==> src/rtl/mult_stream_pkg.sv <==
// Shared types and default parameters for the streaming multiplier block.
package mult_stream_pkg;

  typedef enum logic [1:0] {
    ST_IDLE,
    ST_SETTLE,
    ST_HOLD
  } state_e;

  localparam int DEF_WIDTH  = 4;
  localparam int DEF_DEPTH  = 4;
  localparam int DEF_SETTLE = 1;

endpackage

==> src/rtl/mult_stream_op_fifo.sv <==
// Operand-pair queue: circular buffer with occupancy count and a
// combinational head output.
module op_fifo #(
  parameter int WIDTH = 4,
  parameter int DEPTH = 4
) (
  input  logic                     clk,
  input  logic                     rst,
  input  logic                     push,
  input  logic [2*WIDTH-1:0]       din,
  input  logic                     pop,
  output logic [2*WIDTH-1:0]       dout,
  output logic [$clog2(DEPTH):0]   level
);

  localparam int AW = $clog2(DEPTH);
  localparam int LW = AW + 1;

  logic [2*WIDTH-1:0] mem [DEPTH];
  logic [AW-1:0]      wr_ptr;
  logic [AW-1:0]      rd_ptr;
  logic               do_push;
  logic               do_pop;

  // Never overrun or underrun, whatever the caller asks for.
  assign do_push = push && (level != LW'(DEPTH));
  assign do_pop  = pop  && (level != '0);
  assign dout    = mem[rd_ptr];

  // NOTE: storage is deliberately not reset; occupancy and pointers decide
  // what is valid, and leaving the array out of reset keeps it a plain RAM.
  always_ff @(posedge clk) begin
    if (do_push) begin
      mem[wr_ptr] <= din;
    end
  end

  // NOTE: all sequential state uses non-blocking assignments so every
  // register samples pre-edge values regardless of statement order.
  always_ff @(posedge clk) begin
    if (rst) begin
      wr_ptr <= '0;
      rd_ptr <= '0;
      level  <= '0;
    end else begin
      if (do_push) wr_ptr <= wr_ptr + AW'(1);
      if (do_pop)  rd_ptr <= rd_ptr + AW'(1);
      case ({do_push, do_pop})
        2'b10:   level <= level + LW'(1);
        2'b01:   level <= level - LW'(1);
        default: level <= level;
      endcase
    end
  end

endmodule

==> src/rtl/multiply.sv <==
// Combinational unsigned multiply core: full-width product of two operands.
module multiply #(
  parameter int WIDTH = 4
) (
  input  logic [WIDTH-1:0]   iX,
  input  logic [WIDTH-1:0]   iY,
  output logic [2*WIDTH-1:0] oO
);

  assign oO = {{WIDTH{1'b0}}, iX} * {{WIDTH{1'b0}}, iY};

endmodule

==> src/rtl/mult_stream.sv <==
// Streaming multiplier: queues operand pairs, gives the combinational core
// SETTLE cycles per pair, and presents registered products with valid/ready.
module mult_stream
  import mult_stream_pkg::*;
#(
  parameter int WIDTH  = DEF_WIDTH,
  parameter int DEPTH  = DEF_DEPTH,
  parameter int SETTLE = DEF_SETTLE
) (
  input  logic                   iClk,
  input  logic                   iRst,
  input  logic [WIDTH-1:0]       iA,
  input  logic [WIDTH-1:0]       iB,
  input  logic                   iValid,
  output logic                   oReady,
  output logic [2*WIDTH-1:0]     oResult,
  output logic                   oValid,
  input  logic                   iReady,
  output logic [$clog2(DEPTH):0] oLevel
);

  localparam int LW = $clog2(DEPTH) + 1;
  localparam int CW = (SETTLE > 1) ? $clog2(SETTLE) : 1;

  state_e             state;
  state_e             state_nxt;
  logic [CW-1:0]      cnt;
  logic [WIDTH-1:0]   rx;
  logic [WIDTH-1:0]   ry;
  logic [2*WIDTH-1:0] prod;
  logic [2*WIDTH-1:0] head;
  logic               push;
  logic               pop;
  logic               capture;
  logic               release_res;
  logic               has_op;

  assign oReady = (oLevel < LW'(DEPTH)) && !iRst;
  assign push   = iValid && oReady;
  assign has_op = (oLevel != '0);

  op_fifo #(
    .WIDTH (WIDTH),
    .DEPTH (DEPTH)
  ) u_fifo (
    .clk   (iClk),
    .rst   (iRst),
    .push  (push),
    .din   ({iA, iB}),
    .pop   (pop),
    .dout  (head),
    .level (oLevel)
  );

  multiply #(WIDTH) u_mul (
    .iX (rx),
    .iY (ry),
    .oO (prod)
  );

  always_ff @(posedge iClk) begin
    if (iRst) state <= ST_IDLE;
    else      state <= state_nxt;
  end

  // NOTE: every always_comb output is given a default first so no path
  // leaves it unassigned, which would infer a latch.
  always_comb begin
    state_nxt = state;
    unique case (state)
      ST_IDLE:   if (has_op) state_nxt = ST_SETTLE;
      ST_SETTLE: if (cnt == '0) state_nxt = ST_HOLD;
      ST_HOLD:   if (iReady) state_nxt = has_op ? ST_SETTLE : ST_IDLE;
      default:   state_nxt = ST_IDLE;
    endcase
  end

  always_comb begin
    pop         = 1'b0;
    capture     = 1'b0;
    release_res = 1'b0;
    unique case (state)
      ST_IDLE:   pop = has_op;
      ST_SETTLE: capture = (cnt == '0);
      ST_HOLD: begin
        release_res = iReady;
        pop         = iReady && has_op;
      end
      default: ;
    endcase
  end

  // Operand registers, settle counter and result register.
  always_ff @(posedge iClk) begin
    if (iRst) begin
      rx      <= '0;
      ry      <= '0;
      cnt     <= '0;
      oResult <= '0;
      oValid  <= 1'b0;
    end else begin
      if (pop) begin
        rx  <= head[2*WIDTH-1:WIDTH];
        ry  <= head[WIDTH-1:0];
        cnt <= CW'(SETTLE - 1);
      end else if (state == ST_SETTLE && cnt != '0) begin
        cnt <= cnt - CW'(1);
      end
      if (capture) begin
        oResult <= prod;
        oValid  <= 1'b1;
      end else if (release_res) begin
        oValid  <= 1'b0;
      end
    end
  end

endmodule

==> config.mk <==
export PLATFORM = sky130hd
export DESIGN_NAME = mult_stream
export DESIGN_NICKNAME = d
export VERILOG_FILES = /design/src/rtl/mult_stream_pkg.sv /design/src/rtl/mult_stream_op_fifo.sv /design/src/rtl/multiply.sv /design/src/rtl/mult_stream.sv
export SDC_FILE = /design/constraint.sdc
export NUM_CORES = 1
export LEC_CHECK = 0
export ABC_AREA = 0
export CAP_MARGIN = 20
export CORE_ASPECT_RATIO = 1.25
export CORE_MARGIN = 2
export CORE_UTILIZATION = 45
export DETAILED_ROUTE_END_ITERATION = 8
export PLACE_DENSITY = 0.67
export SETUP_SLACK_MARGIN = 0.2
export SLEW_MARGIN = 20
export SYNTH_ARGS = -nofsm -noshare
export SYNTH_HDL_FRONTEND = slang
export SYNTH_SLANG_ARGS = --single-unit
==> constraint.sdc <==
create_clock -name iClk -period 2.8 [get_ports iClk]
set_clock_uncertainty 0.05 [all_clocks]
set_input_delay 0.56 -clock iClk [delete_from_list [all_inputs] [get_ports iClk]]
set_output_delay 0.56 -clock iClk [all_outputs]
set_load 0.03 [all_outputs]
* Word-level counts from Yosys, hierarchy flattened
Memory sizes are Yosys's and may differ from the RTL's. A register that Yosys moved wholly into a read port is not among the register bits. Index checks and enable logic that the tools add are counted.
Storage, ports and cells: bits in registers 19, memory bits (writable) 32, bits of input ports 12, output and inout port bits 13, memories kept 1
Operators by class: add/sub/neg operators 5, multiply operators 1, magnitude comparators 1, equal/unequal tests 8, muxes and demuxes 13, bitwise gates (word level) 1, reduce and logical (&&, ||, !) cells 13
Memories:
- u_fifo.mem | depth 4, width 8, rd ports 1, clocked after memory_dff 1, write ports 1, line mult_stream_op_fifo.sv:19 | logic [2*WIDTH-1:0] mem [DEPTH];
Operator list (number):
- $mul 4x4->8 | 1
- $mux 1 | 7
- $logic_and 1x1->1 | 6
- $mux 2 | 3
- $ne 2x2->1 const B | 3
- $pmux 2 s3 | 1
- $pmux 3 s2 | 1
- $add 2x1->2 const B | 2
- $eq 2x1->1 const B | 2
- $eq 2x2->1 const B | 2
- $reduce_bool 2->1 | 2
- $add 3x1->3 const B | 1
- $lt 3x3->1 const B | 1
- $ne 3x3->1 const B | 1
- $reduce_and 3->1 | 1
- $reduce_bool 3->1 | 1
- $sub 3x1->3 const B | 1
- $logic_not 2->1 | 1
- $pmux 1 s2 | 1
- $reduce_or 2->1 | 1
- $logic_not 1->1 | 1
- $not 1->1 | 1
- $sub 1x1->1 const B | 1

* Logic depth before layout (Yosys ltp)
depth in word-level cells 6, depth in mapped cells 11

* Hierarchy
From an unflattened synthesis, not the netlist that was laid out.
Second synthesis, totals: cell total of the unflattened synthesis 225, area, all modules 2934.1 µm²
By module, submodules not included:
- op_fifo | times used 1, cells each 92, area an instance 1651.6 µm²
- mult_stream | times used 1, cells each 82, area an instance 833.3 µm²
- multiply | times used 1, cells each 51, area an instance 449.2 µm²

* Worst setup path before layout
No wires, ideal clock.
path type flip-flop to flip-flop, start point reg rx[0], read port of u_fifo.mem, end point reg oResult[7], data arrival time 2.622 ns, data required time 2.664 ns, slack 0.043 ns, stages on the path, launching flop included 10, period minus slack after synthesis 2.757 ns, cells stage by stage dfxtp_1 nand2_1 fa_1 inv_1 fa_1 ha_1 a211oi_1 o31ai_1 xnor2_1 a211oi_1
Between the ends: longest elaborated chain between the ends 1
Ends and longest elaborated chain:
- from (decl) | line mult_stream.sv:28 | logic [WIDTH-1:0] rx;
- $mul 4x4->8 | line multiply.sv:10 | assign oO = {{WIDTH{1'b0}}, iX} * {{WIDTH{1'b0}}, iY};
- to (signal assigned) | line mult_stream.sv:110 | oResult <= prod;
- to (decl) | line mult_stream.sv:16 | output logic [2*WIDTH-1:0] oResult,
No other way between the ends. A chain may end at the register's enable or synchronous reset.

* Final worst setup path
Ends and elaborated chain as after synthesis.

==> reports/results.md <==
| Group | Metric | This run |
|:---|:---|:---|
| placed design | HPWL Detailed | 3215 µm |
| power | LEAKAGE | 1.243 nW |
| layout | Commonest non-fill, non-tap cells in the layout | sky130_fd_sc_hd__edfxtp_1 (32), sky130_fd_sc_hd__nand2_1 (31), sky130_fd_sc_hd__dfxtp_1 (23), sky130_fd_sc_hd__clkdlybuf4s50_1 (23), sky130_fd_sc_hd__ha_1 (14) |
| setup path | Arrival time worst endpoint | 2.80 ns |
| layout | Total number of nets in the final design | 292 |
| placed design | Post-Place Setup Slack | -0.03280 ns |
| die | Number of top-level pins | 25 |
| synthesis | Portion of synthesized cell area occupied by the leading cell type | 35.12% |
| layout | Most common library cell in the layout ignoring fill and taps | sky130_fd_sc_hd__edfxtp_1 |
| power | Power, Total | 2.812 mW |
| routing | Number of nets with antenna violations after routing | 0 |
| layout | Number of non-filler instances in the completed layout | 329 |
| clock network | Deepest clock path buffer count | 2 |
| routing | DRT iter0 DRCs | 24 |
| routing | Via count of the routed design | 1670 |
| setup path | Kind of capture point of the worst setup path | flip-flop |
| clock network | Number of CTS-inserted buffers | 9 |
| clock network | Root buffer cell | sky130_fd_sc_hd__clkbuf_8 |
| timing | Crit path time final | 2.591 ns |
| timing | Number of pins exceeding their max-slew limit in the final report | 0 |
| timing | Transition time of the tightest slew-check pin | 0.6379 ns |
| routing | Detailed-router iteration count before antenna repair | 4 |
| routing | DR WL/cell | 13.78 µm |
| layout | Filler cell count in the final layout | 509 |
| die | Overall die height | 91.19 µm |
| clock network | Clock latency on the worst-skew pair | 0.34 ns |
| timing | Final critical-path setup slack | 0.2095 ns |
| grt | Remaining global-route overflow | 0 |
| timing | Worst max-slew margin expressed relative to the limit | 57.42% |
| die | Die area | 6724 µm² |
| synthesis | Average cell area after synthesis | 12.49 µm² |
| synthesis | Mapped Nets | 253 |
| routing | DRC Markers | 0 |
| min path | Min-Delay Path Class | flip-flop to flip-flop |
| synthesis | Number of flip-flops and latches in the synthesized netlist | 59 |
| timing | Fin crit share | 92.52% |
| placed design | Number of port buffers | 24 |
| timing | Setup Total Neg Slack | 0 ns |
| routing | Ratio of routed vias to standard cells | 5.076 |
| layout | Area growth from synthesis to layout | 21.86% |
| setup path | Cell breakdown of the critical path | nand2_2 > fa_1 > inv_1 > fa_2 > ha_4 > a211oi_4 > o31ai_2 > xnor2_1 > a211oi_1 |
| die | Initial core utilization | 47.03% |
| synthesis | Sequential element share of the synthesized area | 54.87% |
| synthesis | Post-synth design cell area | 2736 µm² |
| grt | Wire length of the first global-routing pass | 7686 µm |
| synthesis | Largest cells by area after synthesis | sky130_fd_sc_hd__edfxtp_1 (35%), sky130_fd_sc_hd__dfxtp_1 (20%), sky130_fd_sc_hd__ha_1 (7.8%), sky130_fd_sc_hd__mux4_2 (6.6%), sky130_fd_sc_hd__nand2_1 (4.5%) |
| routing | Total detailed-routing wirelength | 4534 µm |
| setup path | Top fanout value on the critical path | 3 |
| grt | Pin count of the biggest net entering global routing | 30 |
| grt | Number of global-route vias before repair | 1659 |
| clock network | Clock-pin transition on the worst setup and hold timing paths | 0.07 ns |
| setup path | Setup crit start kind | flip-flop |
| power | Cell area power density | 843.2 nW/µm² |
| timing | Number of failing hold endpoints at the final stage | 0 |
| setup path | Critical path buffers and inverters | 1 |
| clock network | CTS H-tree depth | 3 |
| power | Max VDD drop | 457.1 µV |
| clock network | Number of clock sinks seen by CTS | 59 |
| timing | Final setup violating endpoints | 0 |
| grt | Number of antenna violations at the first check in global routing | 0 |
| synthesis | Synth warn | 0 |
| grt | Aggregate global-route resource usage | 15.50% |
| die | Number of standard-cell rows in the floorplan | 31 |
| placed design | Placer Congestion | 0.7924 |
| setup path | Critical Path Max Stage Delay | 0.58 ns |
| placed design | Placed Instances | 313 |
| setup path | Data required time of the critical path | 3.01 ns |
| die | Die width | 73.75 µm |
| setup path | Critical path start-end classification | flip-flop to flip-flop |
| timing | Maximum clock frequency | 0.3860 GHz |
| layout | Total inserted antenna cells | 0 |
| synthesis | Fraction of registers with async set or reset after synthesis | 0% |
| synthesis | Library cells used by synthesis | 38 |
| flow run | # Max-Cap Violations | 0 |
| clock network | CTS tree | done |
| setup path | Slowest library cell on the worst path | sky130_fd_sc_hd__fa_2 |
| setup path | Crit path max-delay family | adder cells |
| synthesis | Number of flops mapped to enable cells by yosys | 32 |
| layout | Layout cell share with drive strength beyond 1 | 22.81% |
| die | CORE AREA | 5818 µm² |
| setup path | Reg-to-reg setup timing slack | 0.21 ns |
| synthesis | Synthesized netlist cell count | 219 |
| synthesis | Leading area contributor after synthesis | sky130_fd_sc_hd__edfxtp_1 |
| synthesis | Predominant post-synthesis flop cell | sky130_fd_sc_hd__edfxtp_1 |
| status | Result of the run | completed |
| timing | Setup repair after global routing missed its margin | true |
[sequential cells by signal (all words and copies together) (netlist names)]
signal	flops
state	2
u_fifo.rd_ptr	2
oResult	8
u_fifo.wr_ptr	2
cnt	1
rx	4
u_fifo.mem	32
oValid	1
u_fifo.level	3
ry	4
[tightest hold or removal path: stages (launching register included)]
cell and delay (ns):
sky130_fd_sc_hd__dfxtp_1 0.31, sky130_fd_sc_hd__nand2_1 0.05, sky130_fd_sc_hd__a21oi_1 0.05
[where the power goes]
part	internal, mW	switching (mW)	total (mW)	leakage [nW]
Clock	0.403	0.333	0.736	0.0935
Combinational	0.428	0.476	0.904	0.637
Sequential	1.05	0.124	1.17	0.512
Total	1.88	0.933	2.81	1.24
[kinds of logic after synthesis]
| logic type | Yosys count | share of synthesized area [%] |
|---|---|---|
| buffers and inverters | 17 | 3.612 |
| AOI/OAI and AO/OA | 30 | 7.225 |
| xor gates and xnor gates | 7 | 2.241 |
| and+or+nand+nor | 76 | 14.04 |
| adders and majority gates | 22 | 11.43 |
| DFF | 59 | 54.87 |
| muxes | 8 | 6.584 |
[layout make-up]
cell class                 count  area [µm²]  share of cell area, %
inverter                       9       38.79                  1.163
multi-input combinational    143        1195                  35.83
clock buffer                  10       127.6                  3.827
clock inverter                 6       56.30                  1.689
timing repair buffer          36       327.8                  9.831
tap                           66       82.58                  2.477
sequential                    59        1506                  45.18
[routing by layer]
layer / global-route usage (%) / routed length (µm) / up-vias
met3: 6.215 / 188 / 10
met4: 7.273 / 100 / 0
li1: - / - / 851
met1: 19.26 / 2047 / 776
met2: 23.29 / 2197 / 33
met5: 0 / 0 / -
[final timing paths]
path / cells after the start / end / start
worst min register to register: 2 / oResult[2] / oResult[2]
worst min-delay path: 2 / oResult[2] / oResult[2]
worst max register to register: 9 / oResult[7] / rx[0]
worst max-delay path: 9 / oResult[7] / rx[0]
[what timing repair did]
action | in CTS | in global routing
pin swaps | 1 | 5
buffers inserted | 0 | 0
endpoints found under the setup margin | 3 | 3
hold buffers | 0 | 0
resized for setup | 6 | 8
[through the flow]
| stage | cell area (µm²) | utilization [%] | hold slack [ns] |
|---|---|---|---|
| after floorplan | 2741 | - | 0.4082 |
| after global placement | 3092 | 53.14 | 0.3922 |
| after detailed placement | 3092 | 53.14 | 0.3953 |
| after CTS | 3287 | 56.49 | 0.4043 |
| after global routing | 3334 | 57.31 | 0.4175 |
| final | 3334 | 57.31 | 0.4020 |
[synthesized netlist by cell type (all sizes together), types with 3 or more instances]
| cell type | count |
|---|---|
| dfxtp | 27 |
| inv | 8 |
| and3 | 4 |
| a21oi | 20 |
| nor2 | 11 |
| xnor2 | 5 |
| o21ai | 3 |
| edfxtp | 32 |
| ha | 17 |
| and2 | 13 |
| fa | 5 |
| mux4 | 8 |
| buf | 6 |
| a211oi | 3 |
| nand2 | 33 |
(Power assumes the default switching activity.)
==> patch: new RTL, config.mk and constraints unchanged <==
The package constant `DEF_WIDTH` goes from 4 to 5.
--- a/src/rtl/mult_stream_pkg.sv
+++ b/src/rtl/mult_stream_pkg.sv
@@ -7,7 +7,7 @@
     ST_HOLD
   } state_e;
 
-  localparam int DEF_WIDTH  = 4;
+  localparam int DEF_WIDTH  = 5;
   localparam int DEF_DEPTH  = 4;
   localparam int DEF_SETTLE = 1;
 
Interface: changed (resized iA, iB and oResult); port bits go from 25 to 29. The function was not compared with the original's and may differ.
==> patch against the original RTL <==
The flow now finishes with violations (setup timing). Power rose by 21%. Via count is 40% higher. Wire length rose by 47%. Sequential share of layout area is 3.9 points lower. Sequential cell count grew 12. Synthesized area increased by 29%. Setup slack lost 0.44 ns. Final area rose by 33%. Highest routed layer unchanged.
==> patch: results (changes against the original RTL) <==
| Metric | Value |
|---|---|
| Status | `finished with violations (was completed)` |
| Failing checks | `setup timing` |
| Routed WL | `6.64 mm (was 4.53 mm)` |
| Synthesized-area fraction occupied by adder cells | `0.138 (was 0.114)` |
| Critical path peak fanout | `4 (was 3)` |
| Endpoints failing setup | `6 (was 0)` |
| Post-synth EDFFs | `40 (was 32)` |
| Global-route wire length before repair | `11.2 mm (was 7.69 mm)` |
| Non-clk invs | `22 (was 9)` |
| Setup_tns | `-1.05 ns (was 0 ns)` |
| GRT Util Overall | `0.169 (was 0.155)` |
| Static leakage | `1.69 nW (was 1.24 nW)` |
| Switch share | `0.349 (was 0.332)` |
| 1st-pass router iterations | `5 (was 4)` |
| Clock buf count | `9 (was 10)` |
| Final nets | `403 (was 292)` |
| Fin cells | `456 (was 329)` |
| Commonest cells in the netlist | `edfxtp_1, nand2_1, dfxtp_1 (was nand2_1, edfxtp_1, dfxtp_1)` |
| Initial Util | `0.457 (was 0.470)` |
| Final WS setup | `-0.230 ns (was 0.209 ns)` |
| Inst Count DP | `437 (was 313)` |
| GR Util met3 | `0.0400 (was 0.0622)` |
| Worst reg2reg startpoint | `ry[2] (was rx[0])` |
| Yosys cell types | `45 (was 38)` |
| Clk sinks | `71 (was 59)` |
| Layout cells sized above 1 | `0.247 (was 0.228)` |
| Synth Area in XOR/XNOR | `0.0149 (was 0.0224)` |
| Top Registers | `u_fifo.mem: 40 flops, oResult: 10 flops (was u_fifo.mem: 32 flops, oResult: 8 flops)` |
| Syn Inst Count | `299 (was 219)` |
| GRT met2 Usage | `0.329 (was 0.233)` |
| Hpwl dp | `4.85 mm (was 3.22 mm)` |
| Worst R2R Path Depth | `10 (was 9)` |
| Initial DRC Count | `76 (was 24)` |
## patch: cell types whose count changed in the layout (fill, tap and decap cells not counted), sizes merged, moves of 5 or more
| cell | change |
|---|---|
| fa | +5 |
| and2 | +5 |
| ha | +6 |
| edfxtp | +8 |
| inv | +17 |
| buf | +18 |
## patch: worst min-delay path by stage
stage / from / to / slack, ns
floorplan: ry[3] / ry[3] / 0.41
global placement: oResult[5] / oResult[5] / 0.39
detailed placement: oResult[5] / oResult[5] / 0.40
CTS: oResult[5] / oResult[5] / 0.41
global route: oResult[0] / oResult[0] / 0.43
finish: oResult[5] / oResult[5] / 0.40
## patch: stage by stage
stage	worst slack [ns]	total power, mW	area (um2)	util	hold WS, ns
4_1_cts	-0.267	3.42	4390	0.570	0.407
5_1_grt	-0.332	3.63	4430	0.576	0.434
2_1_floorplan	-0.148	2.19	3640	-	0.405
3_5_place_dp	-0.266	2.64	4180	0.543	0.395
3_3_place_gp	-0.186	2.60	4180	0.543	0.389
6_report	-0.230	3.39	4430	0.576	0.404
